$ cat config.mk
export PLATFORM = sky130hd
export DESIGN_NAME = cmplx_stream_skid_fifo
export DESIGN_NICKNAME = d
export VERILOG_FILES = /design/src/rtl/ocdm_stream_pkg.sv /design/src/rtl/cmplx_fifo_mem.sv /design/src/rtl/cmplx_stream_skid_fifo.sv
export SDC_FILE = /design/constraint.sdc
export NUM_CORES = 1
export LEC_CHECK = 0
export CAP_MARGIN = 5
export CORE_AREA = 2 2 104 206
export DETAILED_ROUTE_END_ITERATION = 12
export DIE_AREA = 0 0 106 208
export PLACE_DENSITY = 0.82
export SYNTH_ARGS = -nofsm -noshare
export SYNTH_HDL_FRONTEND = slang
export SYNTH_SLANG_ARGS = --single-unit
$ cat constraint.sdc
create_clock -name clk -period 10.4 [get_ports clk]
set_input_delay 1.04 -clock clk [delete_from_list [all_inputs] [get_ports clk]]
set_output_delay 1.04 -clock clk [all_outputs]
set_load 0.005 [all_outputs]
$ cat src/rtl/ocdm_stream_pkg.sv
// Shared types for the complex sample stream: per-beat payload layout,
// field widths and the receive-side framing state encoding.
package ocdm_stream_pkg;

  localparam int unsigned IBW = 16;
  localparam int unsigned MW  = 3;

  typedef struct packed {
    logic           tlast;
    logic [IBW-1:0] re;
    logic [IBW-1:0] im;
    logic           tfirst;
    logic           cfg_tvalid;
    logic [MW-1:0]  cfg_mod;
  } cmplx_beat_t;

  localparam int unsigned BEAT_W = $bits(cmplx_beat_t);

  typedef enum logic {
    FRM_IDLE   = 1'b0,
    FRM_IN_PKT = 1'b1
  } frm_state_t;

  // Pointer width for a power-of-two depth; never narrower than one bit.
  function automatic int unsigned ptr_w(input int unsigned depth);
    return (depth > 1) ? $clog2(depth) : 1;
  endfunction

endpackage

$ cat src/rtl/cmplx_fifo_mem.sv
// Beat storage: DEPTH x BEAT_W register array, one synchronous write port
// and one asynchronous read port for first-word-fall-through replay.
module cmplx_fifo_mem
  import ocdm_stream_pkg::*;
#(
  parameter int unsigned DEPTH = 8,
  parameter int unsigned AW    = 3
) (
  input  logic              clk,
  input  logic              wr_en,
  input  logic [AW-1:0]     wr_addr,
  input  logic [BEAT_W-1:0] wr_data,
  input  logic [AW-1:0]     rd_addr,
  output logic [BEAT_W-1:0] rd_data_c
);

  logic [BEAT_W-1:0] mem [DEPTH];

  // Storage carries no reset; validity is tracked by the pointers/count.
  always_ff @(posedge clk) begin
    if (wr_en) mem[wr_addr] <= wr_data;
  end

  assign rd_data_c = mem[rd_addr];

endmodule

$ cat src/rtl/cmplx_stream_skid_fifo.sv
// Receive-side elastic buffer catching beats the fixed-latency delay line
// emits after s_tready drops, replayed with a valid/ready handshake.
module cmplx_stream_skid_fifo
  import ocdm_stream_pkg::*;
#(
  parameter int unsigned DEPTH        = 8,
  parameter int unsigned AFULL_MARGIN = 3
) (
  input  logic                  clk,
  input  logic                  rstn,
  input  logic                  s_tvalid,
  input  logic                  s_tlast,
  input  logic                  s_tfirst,
  input  logic [IBW-1:0]        s_bus_re,
  input  logic [IBW-1:0]        s_bus_im,
  input  logic                  s_cfg_tvalid,
  input  logic [MW-1:0]         s_cfg_modulation,
  output logic                  s_tready,
  output logic                  m_tvalid,
  input  logic                  m_tready,
  output logic                  m_tlast,
  output logic                  m_tfirst,
  output logic [IBW-1:0]        m_bus_re,
  output logic [IBW-1:0]        m_bus_im,
  output logic                  m_cfg_tvalid,
  output logic [MW-1:0]         m_cfg_modulation,
  output logic [$clog2(DEPTH):0] count,
  output logic                  ovf_err,
  output logic                  frm_err
);

  localparam int unsigned AW = ptr_w(DEPTH);
  localparam int unsigned CW = $clog2(DEPTH) + 1;
  localparam logic [CW-1:0] FULL_LVL  = CW'(DEPTH);
  localparam logic [CW-1:0] AFULL_LVL = CW'(DEPTH - AFULL_MARGIN);

  logic [AW-1:0] wr_ptr;
  logic [AW-1:0] rd_ptr;
  logic          wr_c;
  logic          rd_c;
  logic          ovf_c;
  logic [CW-1:0] count_next_c;
  frm_state_t    frm_state;
  frm_state_t    frm_state_next;
  logic          frm_viol_c;
  cmplx_beat_t   wr_beat;
  cmplx_beat_t   rd_beat;

  assign rd_c         = m_tvalid & m_tready;
  assign wr_c         = s_tvalid & ((count != FULL_LVL) | rd_c);
  assign ovf_c        = s_tvalid & ~wr_c;
  assign count_next_c = count + CW'(wr_c) - CW'(rd_c);

  assign wr_beat = '{tlast:      s_tlast,
                     re:         s_bus_re,
                     im:         s_bus_im,
                     tfirst:     s_tfirst,
                     cfg_tvalid: s_cfg_tvalid,
                     cfg_mod:    s_cfg_modulation};

  cmplx_fifo_mem #(
    .DEPTH (DEPTH),
    .AW    (AW)
  ) u_mem (
    .clk       (clk),
    .wr_en     (wr_c),
    .wr_addr   (wr_ptr),
    .wr_data   (wr_beat),
    .rd_addr   (rd_ptr),
    .rd_data_c (rd_beat)
  );

  assign m_tlast          = rd_beat.tlast;
  assign m_tfirst         = rd_beat.tfirst;
  assign m_bus_re         = rd_beat.re;
  assign m_bus_im         = rd_beat.im;
  assign m_cfg_tvalid     = rd_beat.cfg_tvalid;
  assign m_cfg_modulation = rd_beat.cfg_mod;

  // Framing: only beats actually written are checked; dropped beats are ignored.
  always_comb begin
    frm_state_next = frm_state;
    frm_viol_c     = 1'b0;
    if (wr_c) begin
      frm_viol_c = (frm_state == FRM_IN_PKT) ? s_tfirst : ~s_tfirst;
      if (s_tlast)       frm_state_next = FRM_IDLE;
      else if (s_tfirst) frm_state_next = FRM_IN_PKT;
    end
  end

  always_ff @(posedge clk or negedge rstn) begin
    if (!rstn) begin
      wr_ptr    <= '0;
      rd_ptr    <= '0;
      count     <= '0;
      s_tready  <= 1'b0;
      m_tvalid  <= 1'b0;
      ovf_err   <= 1'b0;
      frm_err   <= 1'b0;
      frm_state <= FRM_IDLE;
    end else begin
      if (wr_c) wr_ptr <= wr_ptr + AW'(1);
      if (rd_c) rd_ptr <= rd_ptr + AW'(1);
      count     <= count_next_c;
      s_tready  <= (count_next_c < AFULL_LVL);
      m_tvalid  <= (count_next_c != '0);
      frm_state <= frm_state_next;
      if (ovf_c)      ovf_err <= 1'b1;
      if (frm_viol_c) frm_err <= 1'b1;
    end
  end

endmodule

==> results of run 1 <==
-- cells by family after synthesis --
kind of cell / count (synthesis) / synth area share (%)
muxes: 115 / 18.5
buffers and inverters: 29 / 1.61
AOI/OAI and AO/OA: 18 / 0.985
xor gates and xnor gates: 9 / 0.633
adders and majority gates: 7 / 0.763
and+or+nand+nor: 27 / 1.18
DFF: 319 / 76.3
-- cells in the final DEF, fill, tap and decap left out, types with 8 or more instances in the layout --
cell,instances
nand2_1,8
clkbuf_16,25
mux2_4,29
edfxtp_1,304
clkdlybuf4s50_1,87
dfrtp_1,12
mux2_2,9
mux4_2,63
buf_4,12
mux4_1,13
-- area by class of cell --
class                      count  share of cell area [%]
sequential                   319                    65.4
multi-input combinational    176                    19.3
timing repair buffer          99                    6.61
clock buffer                  28                    4.45
tap                          266                    2.29
clock inverter                18                    1.89
inverter                       3                  0.0774
antenna                        2                  0.0344
-- metal layers --
layer  global-route usage (%)  vias to the layer above  part of all wire (%)
li1                         -                     2411                     -
met1                     26.6                     2952                    34
met2                     40.6                      214                    57
met3                     3.16                       49                   5.3
met4                     9.30                        0                   3.6
met5                        0                        -                     0
-- critical path: stages (launching register included) --
cell and delay, ns:
dfrtp_4 0.69, buf_4 0.86, mux4_1 0.71, mux2_4 0.28, clkdlybuf4s50_1 0.47
-- sequential cells by signal, summed over array words and instances, names as in the netlist --
name	cells
count	4
rd_ptr	3
s_tready	1
frm_err	1
ovf_err	1
m_tvalid	1
u_mem.mem	304
frm_state	1
wr_ptr	3
-- power groups by stage --
stage | Combinational [mW] | Clock [mW] | Sequential [mW]
6_report | 1.31 | 1.06 | 1.78
3_5_place_dp | 1.31 | 0 | 1.81
2_1_floorplan | 0.917 | 0 | 1.70
4_1_cts | 1.33 | 1.07 | 1.79
3_3_place_gp | 1.28 | 0 | 1.79
5_1_grt | 1.40 | 1.11 | 1.81
-- final timing paths --
kind	start	end	slack (ns)	cells past startpoint
max	rd_ptr[0]	m_tfirst	5.70	4
min	frm_err	frm_err	0.48	1
max reg2reg	count[2]	s_tready	7.41	10
min reg2reg	frm_err	frm_err	0.48	1
max in group asynchronous	rstn	rd_ptr[2]	8.93	1
min in group asynchronous	rstn	rd_ptr[0]	0.94	1
-- metrics by stage --
step	total power, mW	instance area, sq um
after floorplan	2.61	12500
after global placement	3.07	13600
after detailed placement	3.12	13600
after CTS	4.19	14500
after global routing	4.32	14500
final	4.15	14500
==> flow_summary.toml, run 1 <==
[floorplanning]
die-area_sq_um = 22000
ios = 88
start_util_pct = 60.9
die_w_microns = 106
core_area_sq_um = 20500
die_h_microns = 208
rows = 74

[drt]
first_pass_iters = 4
drt_iter0_drc = 414
route.vias.total = 5626
antenna_left = 0
drc = 0
wl_mm = 24.0
viasPerCell = 6.18
wl_per_cell_microns = 26.4

[global_routing]
grt_pass1_wl_mm = 36.4
grt_pass1_vias = 6098
overflow = 0
antenna_found_initial = 2
grt_start_max_net_pins = 78
grt_use_total_pct = 22.4

[synthesis]
synth_top_area_share_pct = 73.3
syn_inst = 524
syn_avg_cell_area_sq_um = 23.8
ys.warnings.count = 0
synth_flop_cell = "edfxtp_1"
yosysMostFrequentCell = "edfxtp_1"
synthArstFlopShare_pct = 4.70
synth_commonest_cells = "304 x edfxtp_1, 63 x mux4_2, 29 x mux2_4"
yosys-top-cells-area = "edfxtp_1 73%, mux4_2 11%, mux2_4 3.5%"
synth_nets = 573
synth_seq_area_share_pct = 76.3
synth.distinct_cells = 41
ys_ff_latch = 319
synth_area_sq_um = 12500
synth-edff-count = 304
yosysTopAreaCell = "edfxtp_1"

[worst_setup_path]
start_kind = "flop"
cp.arrival_ns = 3.66
cp_max_fo = 58
crit_required_ns = 9.36
crit_type = "reg2out"
crit_path_end_kind = "output port"

[clocking]
clkTransAtPathRegs_ns = 0.07
cts_max_level = 1
cts_tree = "yes"
cts_made_buffers = 25
cts_root_buf = "clkbuf_16"
cts_setup_buffers = 0
clkLatencyLatePin_ns = 0.52
ctsResizeCount = 0
ctsLongestPathBuffers = 3
cts.sinks = 319
cts_hold_buf = 0

[sta]
hold_viol = 0
worstMarginPinSlew_ns = 1.11
report.final.slew_viol_count = 0
finalSetupTns_ns = 0
finalSetupViolCount = 0
grt_setup_unrepaired = "false"
slew_headroom_pct = 25.9
fmax_mhz = 213
holdWs_ns = 0.481
fin_skew_ns = 0.0104
layout_setup_ws_ns = 5.70
timing.final.crit_share_pct = 45.1
period_needed_ns = 4.70

[cells_and_area]
multiInputGateArea_sq_um = 2800
fillers = 1166
drive_above_1_share_pct = 26.1
syn_to_final_growth_pct = 16.8
final_nets = 673
postLayoutCoreUtil_pct = 71.1
regArea_sq_um = 9510
fin_cells = 911

[power]
power.internal_mw = 3.03
clkPwrFrac_pct = 25.5
power.switching_mw = 1.12
pwr-share-seq_pct = 43.0
switching_share_pct = 27.0
comb_power_share_pct = 31.5
power_density_nw_per_um2 = 285
ir_worst_vdd_uv = 258
p_leak_nw = 4.78

[placed_design]
gp_congestion = 0.745
placed_cells_incl_taps = 863
pre_cts_slack_ns = 6.21
dp_hpwl_mm = 13.0
io_buffers = 87

[job]
drv_cap = 0

[outcome]
status = "finished clean"

[min_path]
holdCritPathClass = "reg2reg"
(Power assumes the default switching activity.)
==> run 2, diff against run 1 <==
--- a/config.mk
+++ b/config.mk
@@ -6,10 +6,10 @@
 export NUM_CORES = 1
 export LEC_CHECK = 0
 export CAP_MARGIN = 5
-export CORE_AREA = 2 2 104 206
+export CORE_AREA = 2 2 107 213
 export DETAILED_ROUTE_END_ITERATION = 12
-export DIE_AREA = 0 0 106 208
-export PLACE_DENSITY = 0.82
+export DIE_AREA = 0 0 109 215
+export PLACE_DENSITY = 0.78
 export SYNTH_ARGS = -nofsm -noshare
 export SYNTH_HDL_FRONTEND = slang
 export SYNTH_SLANG_ARGS = --single-unit
==> constraint.sdc (replaced) <==
create_clock -name clk -period 4.5 [get_ports clk]
set_input_delay 0.45 -clock clk [delete_from_list [all_inputs] [get_ports clk]]
set_output_delay 0.45 -clock clk [all_outputs]
set_load 0.005 [all_outputs]
==> flow_summary.toml, run 2 (synthesis gave the netlist of run 1 again) <==
[sta]
fmax_mhz = 282
worstMarginPinSlew_ns = 1.12
grt_setup_unrepaired = "false"
report.final.slew_viol_count = 0
timing.final.crit_share_pct = 78.7
finalSetupViolCount = 0
layout_setup_ws_ns = 0.958
hold_viol = 0
period_needed_ns = 3.54
finalSetupTns_ns = 0
slew_headroom_pct = 25.6
fin_skew_ns = 0.0130

[cells_and_area]
biggestRegsByFlops = "u_mem.mem: 304 flops, count: 4 flops"
largest_reg_flops = 304
postLayoutCoreUtil_pct = 66.5
fin_cells = 919
regMostFlops = "u_mem.mem"
final_nets = 674
multiInputGateArea_sq_um = 2800
antenna_cells = 0
layout_common_cells = "304 x edfxtp_1, 87 x clkdlybuf4s50_1, 63 x mux4_2, 29 x mux2_4, 27 x clkbuf_16"
regArea_sq_um = 9510
layout_commonest_cell = "edfxtp_1"
syn_to_final_growth_pct = 16.7
drive_above_1_share_pct = 25.3
fillers = 1337

[floorplanning]
die_h_microns = 215
die-area_sq_um = 23400
die_w_microns = 109
start_util_pct = 57.0
rows = 77
ios = 88
core_area_sq_um = 21900

[power]
ir_worst_vdd_uv = 504
power_density_nw_per_um2 = 651
p_leak_nw = 4.76

[clocking]
cts.sinks = 319
cts_max_level = 1
clkLatencyLatePin_ns = 0.53
cts_made_buffers = 26
cts_setup_buffers = 0
ctsLongestPathBuffers = 3
ctsResizeCount = 0
cts_hold_buf = 0
cts_root_buf = "clkbuf_16"
clkTransAtPathRegs_ns = 0.07
cts_tree = "yes"

[global_routing]
overflow = 0
grt_pass1_wl_mm = 34.7
grt_start_max_net_pins = 78
grt_pass1_vias = 5977
grt_use_total_pct = 19.9
antenna_found_initial = 0

[worst_setup_path]
worstSetupStartpoint = "rd_ptr[0]"
worstReg2RegEnd = "s_tready"
reg2regPathDepth = 10
reg2reg_slack_ns = 1.72
crit_required_ns = 4.05
start_kind = "flop"
cp_max_fo = 30
crit_path_end_kind = "output port"
r2r-start = "count[2]"
cp.arrival_ns = 3.09
crit_type = "reg2out"
crit_end = "m_bus_im[7]"

[drt]
antenna_left = 0
first_pass_iters = 4
drt_iter0_drc = 302
drc = 0
wl_per_cell_microns = 24.6
route.vias.total = 5539
viasPerCell = 6.03
wl_mm = 22.6

[job]
drv_cap = 0

[min_path]
holdCritPathClass = "in2async"

[placed_design]
gp_congestion = 0.718
io_buffers = 87
placed_cells_incl_taps = 873
dp_hpwl_mm = 11.6
pre_cts_slack_ns = 1.47

[outcome]
status = "finished clean"
## run 2: cell types whose count changed in the layout (fill, tap and decap cells not counted), sizes merged
| cell | change |
|---|---|
| diode | -2 |
| bufinv | -2 |
| inv | -2 |
| clkinvlp | +1 |
| clkinv | -3 |
| clkbuf | +6 |
## run 2: critical path: stages, from the launching register on
cell and delay (ns):
dfrtp_4 0.81, buf_4 0.39, mux4_1 0.62, mux2_4 0.29
clkdlybuf4s50_1 0.44
## run 2: cell type report
| cell class | count | area share [%] |
|---|---|---|
| inverters | 3 | 0.0775 |
| well taps | 276 | 2.38 |
| clock inverters | 12 | 1.28 |
| multi-input cells | 176 | 19.3 |
| repair buffers | 99 | 6.70 |
| flip-flops and latches | 319 | 65.5 |
| clock buffers | 34 | 4.83 |
## run 2: worst min-delay path by stage
stage                     startpoint  depth (start not counted)         to
after CTS                       rstn                          1  rd_ptr[2]
final                           rstn                          1  wr_ptr[2]
after global routing            rstn                          1    ovf_err
after global placement       ovf_err                          1    ovf_err
after detailed placement     frm_err                          1    frm_err
after floorplan                 rstn                          0   count[0]
## run 2: power by group
group / total (mW) / switching [mW] / internal, mW
Combinational: 2.95 / 1.13 / 1.82
Sequential: 4.16 / 0.408 / 3.75
Clock: 2.35 / 0.968 / 1.38
Total: 9.46 / 2.51 / 6.95
## run 2: metal layers
layer	vias to the layer above	track usage [%]	part of all wire (%)
met4	0	4.36	1.7
met3	28	3.52	5.0
met2	162	34.5	54
li1	2415	-	-
met5	-	0	0
met1	2934	26.4	39
## run 2: stage by stage
| stage | total power, mW | area [sq um] | hold WS [ns] |
|---|---|---|---|
| final | 9.46 | 14500 | 0.317 |
| after global routing | 9.86 | 14500 | 0.371 |
| after CTS | 9.57 | 14500 | 0.338 |
| after detailed placement | 7.19 | 13600 | 0.475 |
| after global placement | 7.11 | 13600 | 0.458 |
| after floorplan | 6.04 | 12500 | 0.154 |
==> patch 1 (settings of run 2) <==
Set the package constant `IBW` to 18 (it was 16).
--- a/src/rtl/ocdm_stream_pkg.sv
+++ b/src/rtl/ocdm_stream_pkg.sv
@@ -2,7 +2,7 @@
 // field widths and the receive-side framing state encoding.
 package ocdm_stream_pkg;
 
-  localparam int unsigned IBW = 16;
+  localparam int unsigned IBW = 18;
   localparam int unsigned MW  = 3;
 
   typedef struct packed {
Ports: changed (resized m_bus_im, m_bus_re, s_bus_im and s_bus_re); port bits go from 88 to 96. No check against the original RTL was run, so the function may have changed too.
==> patch 1 against run 2 <==
- count of clock-buffer cells in the layout is 7 higher
- worst hold slack better by 0.0078 ns
- cell count is 6.9% higher
- largest cell class unchanged
- sequential cell count is 32 higher
- sequential share of layout area is 1.1 points higher
- total power is 5.1% higher
- synthesized area is 8.5% higher
- cell area is 8.2% higher
- sequential power is 8.7% higher
- clock power hardly changed
- worst setup slack worse by 0.075 ns
- wire length is 8.5% higher
- largest power group unchanged
==> patch 1: results (changes against run 2) <==
Outcome
  • Status: finished clean (unchanged)

Final layout
  • Final Instance Count excl. Fillers: 982 (was 919)
  • Top flop regs: u_mem.mem (336), count (4) (was u_mem.mem (304), count (4))
  • NumNets Final: 738 (was 674)

Synth
  • Post-synth top cells: 336 x edfxtp_1, 75 x mux4_2, 42 x mux2_2 (was 304 x edfxtp_1, 63 x mux4_2, 29 x mux2_4)
  • Xor and xnor area share after synthesis: 0.00519 (was 0.00633)
  • Mapped Cells: 569 (was 524)
  • Post-synth EDFFs: 336 (was 304)
  • Complex-gate fraction of the synthesized area: 0.00898 (was 0.00984)
  • Synth area leaders: edfxtp_1 75%, mux4_2 13%, mux2_2 3.5% (was edfxtp_1 73%, mux4_2 11%, mux2_4 3.5%)
  • Yosys cell types: 37 (was 41)
  • Sequential share of the synthesized area: 0.774 (was 0.763)

Power
  • VDD IR max: 0.000490 V (was 0.000504 V)
  • Seq pwr share: 0.455 (was 0.439)
  • Leakage: 5.06 nW (was 4.76 nW)
  • Net Sw Frac: 0.268 (was 0.265)

Route
  • DR iter-0 viols: 359 (was 302)
  • Metal-1 WL: 9.40 mm (was 8.81 mm)
  • Met3 routed wirelength: 1.44 mm (was 1.14 mm)
  • Vias: 6,120 (was 5,539)
  • Routed wire length: 24.5 mm (was 22.6 mm)
  • Drt pass-1 iters: 5 (was 4)

Clock tree
  • CTS buffer count: 28 (was 26)

Worst setup path
  • RR Endpoint: u_mem.mem[3][3] (was s_tready)
  • Worst setup endpoint: m_bus_im[16] (was m_bus_im[7])
  • R2R cell count: 6 (was 10)
  • Top delay family on crit path: buffers and inverters (was multiplexers)

GRT
  • Met3 Track Usage GR: 0.0306 (was 0.0352)
  • Tot GR Track Use: 0.220 (was 0.199)
  • Met2 usage: 0.370 (was 0.345)
  • First-pass GRT wire length: 37.6 mm (was 34.7 mm)
  • Vias in the first global route: 6,574 (was 5,977)

STA
  • Clock Skews: 0.0103 ns (was 0.0130 ns)
  • Slew headroom: 0.412 (was 0.256)

Place
  • Placed cell count: 931 (was 873)
  • Gpl congestion: 0.729 (was 0.718)
  • Port bufs: 95 (was 87)
-- patch 1: cell types whose count changed in the layout (fill, tap and decap cells not counted), sizes merged, moves of 4 or more --
cell | before | now
mux4 | 76 | 84
bufinv | 5 | 0
clkdlybuf4s50 | 87 | 95
mux2 | 39 | 43
clkbuf | 34 | 41
buf | 12 | 18
edfxtp | 304 | 336
clkinv | 5 | 9
-- patch 1: per-stage QoR --
step	instance area, um2	hold slack [ns]	setup slack, ns	power [W]	util
floorplan	13500	0.154	-1.50	0.00642	-
global placement	14800	0.464	1.40	0.00760	0.678
detailed placement	14800	0.461	1.37	0.00769	0.678
CTS	15700	0.329	0.787	0.0101	0.719
global route	15700	0.378	0.702	0.0104	0.719
finish	15700	0.325	0.884	0.00995	0.719
-- patch 1: cell type report --
type                       count  area [um2]
clock buffer                  41         855
clock inverter                10        47.5
fill                        1244        6140
inverter                       3        11.3
multi-input combinational    188        2900
sequential                   351       10500
tap                          276         345
timing repair buffer         113        1100
==> patch 2 (config.mk and constraints of run 2) <==
Without the edit above. Make the reset (`rstn`) synchronous in one clocked block. Comments in the files are not updated.
--- a/src/rtl/cmplx_stream_skid_fifo.sv
+++ b/src/rtl/cmplx_stream_skid_fifo.sv
@@ -88,7 +88,7 @@
     end
   end
 
-  always_ff @(posedge clk or negedge rstn) begin
+  always_ff @(posedge clk) begin
     if (!rstn) begin
       wr_ptr    <= '0;
       rd_ptr    <= '0;
Function: differs if rstn is asserted again (counterexample within 4 cycles, from zero or initial values and one cycle with rstn low); with rstn held inactive, the same outputs for 10 cycles.
==> patch 2 against run 2 <==
- wire length is 1.2% lower
- utilization is 0.21 points lower
- cell area is 0.32% lower
- sequential cell count is 3 higher
- via count is 0.49% lower
- synthesized area is 1.5% lower
- worst setup slack worse by 0.029 ns
- largest cell class unchanged
- highest routed layer unchanged
Power is not compared: it rests on default switching activity, and its combinational part moved more than twofold at a synthesized area within 25%.
==> patch 2: results (changes against run 2) <==
GRT
  • Tot GR Track Use: 0.199 (about the same)
  • Largest net degree at the start of global routing: 77 (was 78)
  • First-pass GRT wire length: 34.4 mm (was 34.7 mm)
  • Met2 usage: 0.341 (was 0.345)
  • Routing usage on met1: 0.258 (was 0.264)
  • Met3 Track Usage GR: 0.0318 (was 0.0352)
  • Initial antenna violation count: 0 (unchanged)
  • Vias in the first global route: 6,031 (was 5,977)

Route
  • Drt pass-1 iters: 4 (unchanged)
  • DR WL/cell: 23.8 um (was 24.6 um)
  • Metal-1 WL: 8.40 mm (was 8.81 mm)
  • Via density per instance: 5.88 (was 6.03)
  • Post-route DRC: 0 (unchanged)
  • Met2 wire len: 12.0 mm (was 12.2 mm)
  • DR iter-0 viols: 372 (was 302)
  • Met3 routed wirelength: 1.36 mm (was 1.14 mm)

STA
  • Hold Slack: 0.471 ns (was 0.317 ns)
  • Fmax: 0.280 GHz (was 0.282 GHz)
  • Clock Skews: 0.0116 ns (was 0.0130 ns)
  • Slew of the pin with the lowest slew margin: 1.12 ns (about the same)

Synth
  • Yosys cell types: 38 (was 41)
  • Ys async rst share: 0 (was 0.0470)
  • Synth Flop Type: edfxtp_1 (unchanged)
  • Post-synth EDFFs: 304 (unchanged)
  • Syn Nets: 587 (was 573)
  • Sequential share of the synthesized area: 0.774 (was 0.763)
  • Synth area leaders: edfxtp_1 74%, mux4_2 14%, mux2_2 3.5% (was edfxtp_1 73%, mux4_2 11%, mux2_4 3.5%)
  • Post-synth top cells: 304 x edfxtp_1, 76 x mux4_2, 38 x mux2_2 (was 304 x edfxtp_1, 63 x mux4_2, 29 x mux2_4)
  • Yosys warnings: 0 (unchanged)
  • Syn Area/Cell: 22.8 um2 (was 23.8 um2)

Place
  • Port bufs: 87 (unchanged)
  • Post-DP HPWL: 12.5 mm (was 11.6 mm)
  • Pre-CTS setup slack: 1.41 ns (was 1.47 ns)
  • Placed cell count: 890 (was 873)
  • DP Area: 0.0135 mm2 (was 0.0136 mm2)
  • Gpl congestion: 0.725 (was 0.718)

Final layout
  • Final Instance Count excl. Fillers: 938 (was 919)
  • Share of layout cells above drive strength 1: 0.273 (was 0.253)
  • NumNets Final: 692 (was 674)

Worst setup path
  • CP Max Fanout: 38 (was 30)
  • Flop2flop setup slack: 1.97 ns (was 1.72 ns)
  • Arrival @ worst endpoint: 3.12 ns (was 3.09 ns)
  • Top delay family on crit path: buffers and inverters (was multiplexers)
  • Slowest cell on crit path: dfxtp_4 (was dfrtp_4)
  • Max stage delay on crit path: 0.83 ns (was 0.81 ns)

Outcome
  • Status: finished clean (unchanged)

Min path
  • Min-Delay Path Class: reg -> reg (was in -> async)

Clock tree
  • CTS buffer count: 27 (was 26)
  • Skew-Pair Late Insertion Delay: 0.56 ns (was 0.53 ns)

Power
  • Design Power: 0.00748 W
[patch 2: cells by family (layout without fill, tap and decap cells)]
| kind of cell | Yosys count | in the layout | synth area share |
|---|---|---|---|
| compound gates | 15 | 15 | 0.00888 |
| simple gates | 44 | 44 | 0.0181 |
| fa+ha+maj | 7 | 7 | 0.00775 |
| mux | 116 | 116 | 0.176 |
| flops | 322 | 322 | 0.774 |
| buf+inv | 30 | 154 | 0.0126 |
| xor+xnor | 4 | 4 | 0.00286 |
[patch 2: path summary, 6_finish.rpt]
kind	start	to	cells after the start
max	register	m_bus_re[9]	4
min reg2reg	ovf_err	ovf_err	2
max reg2reg	count[2]	m_tvalid	10
min	ovf_err	ovf_err	2
[patch 2: cell type report]
class	count	area (um2)
Timing Repair Buffer	101	1000
Multi-Input combinational cell	186	2680
Tap cell	276	345
Sequential cell	322	9500
Inverter	5	18.8
Clock inverter	16	251
Fill cell	1380	7380
Clock buffer	32	694
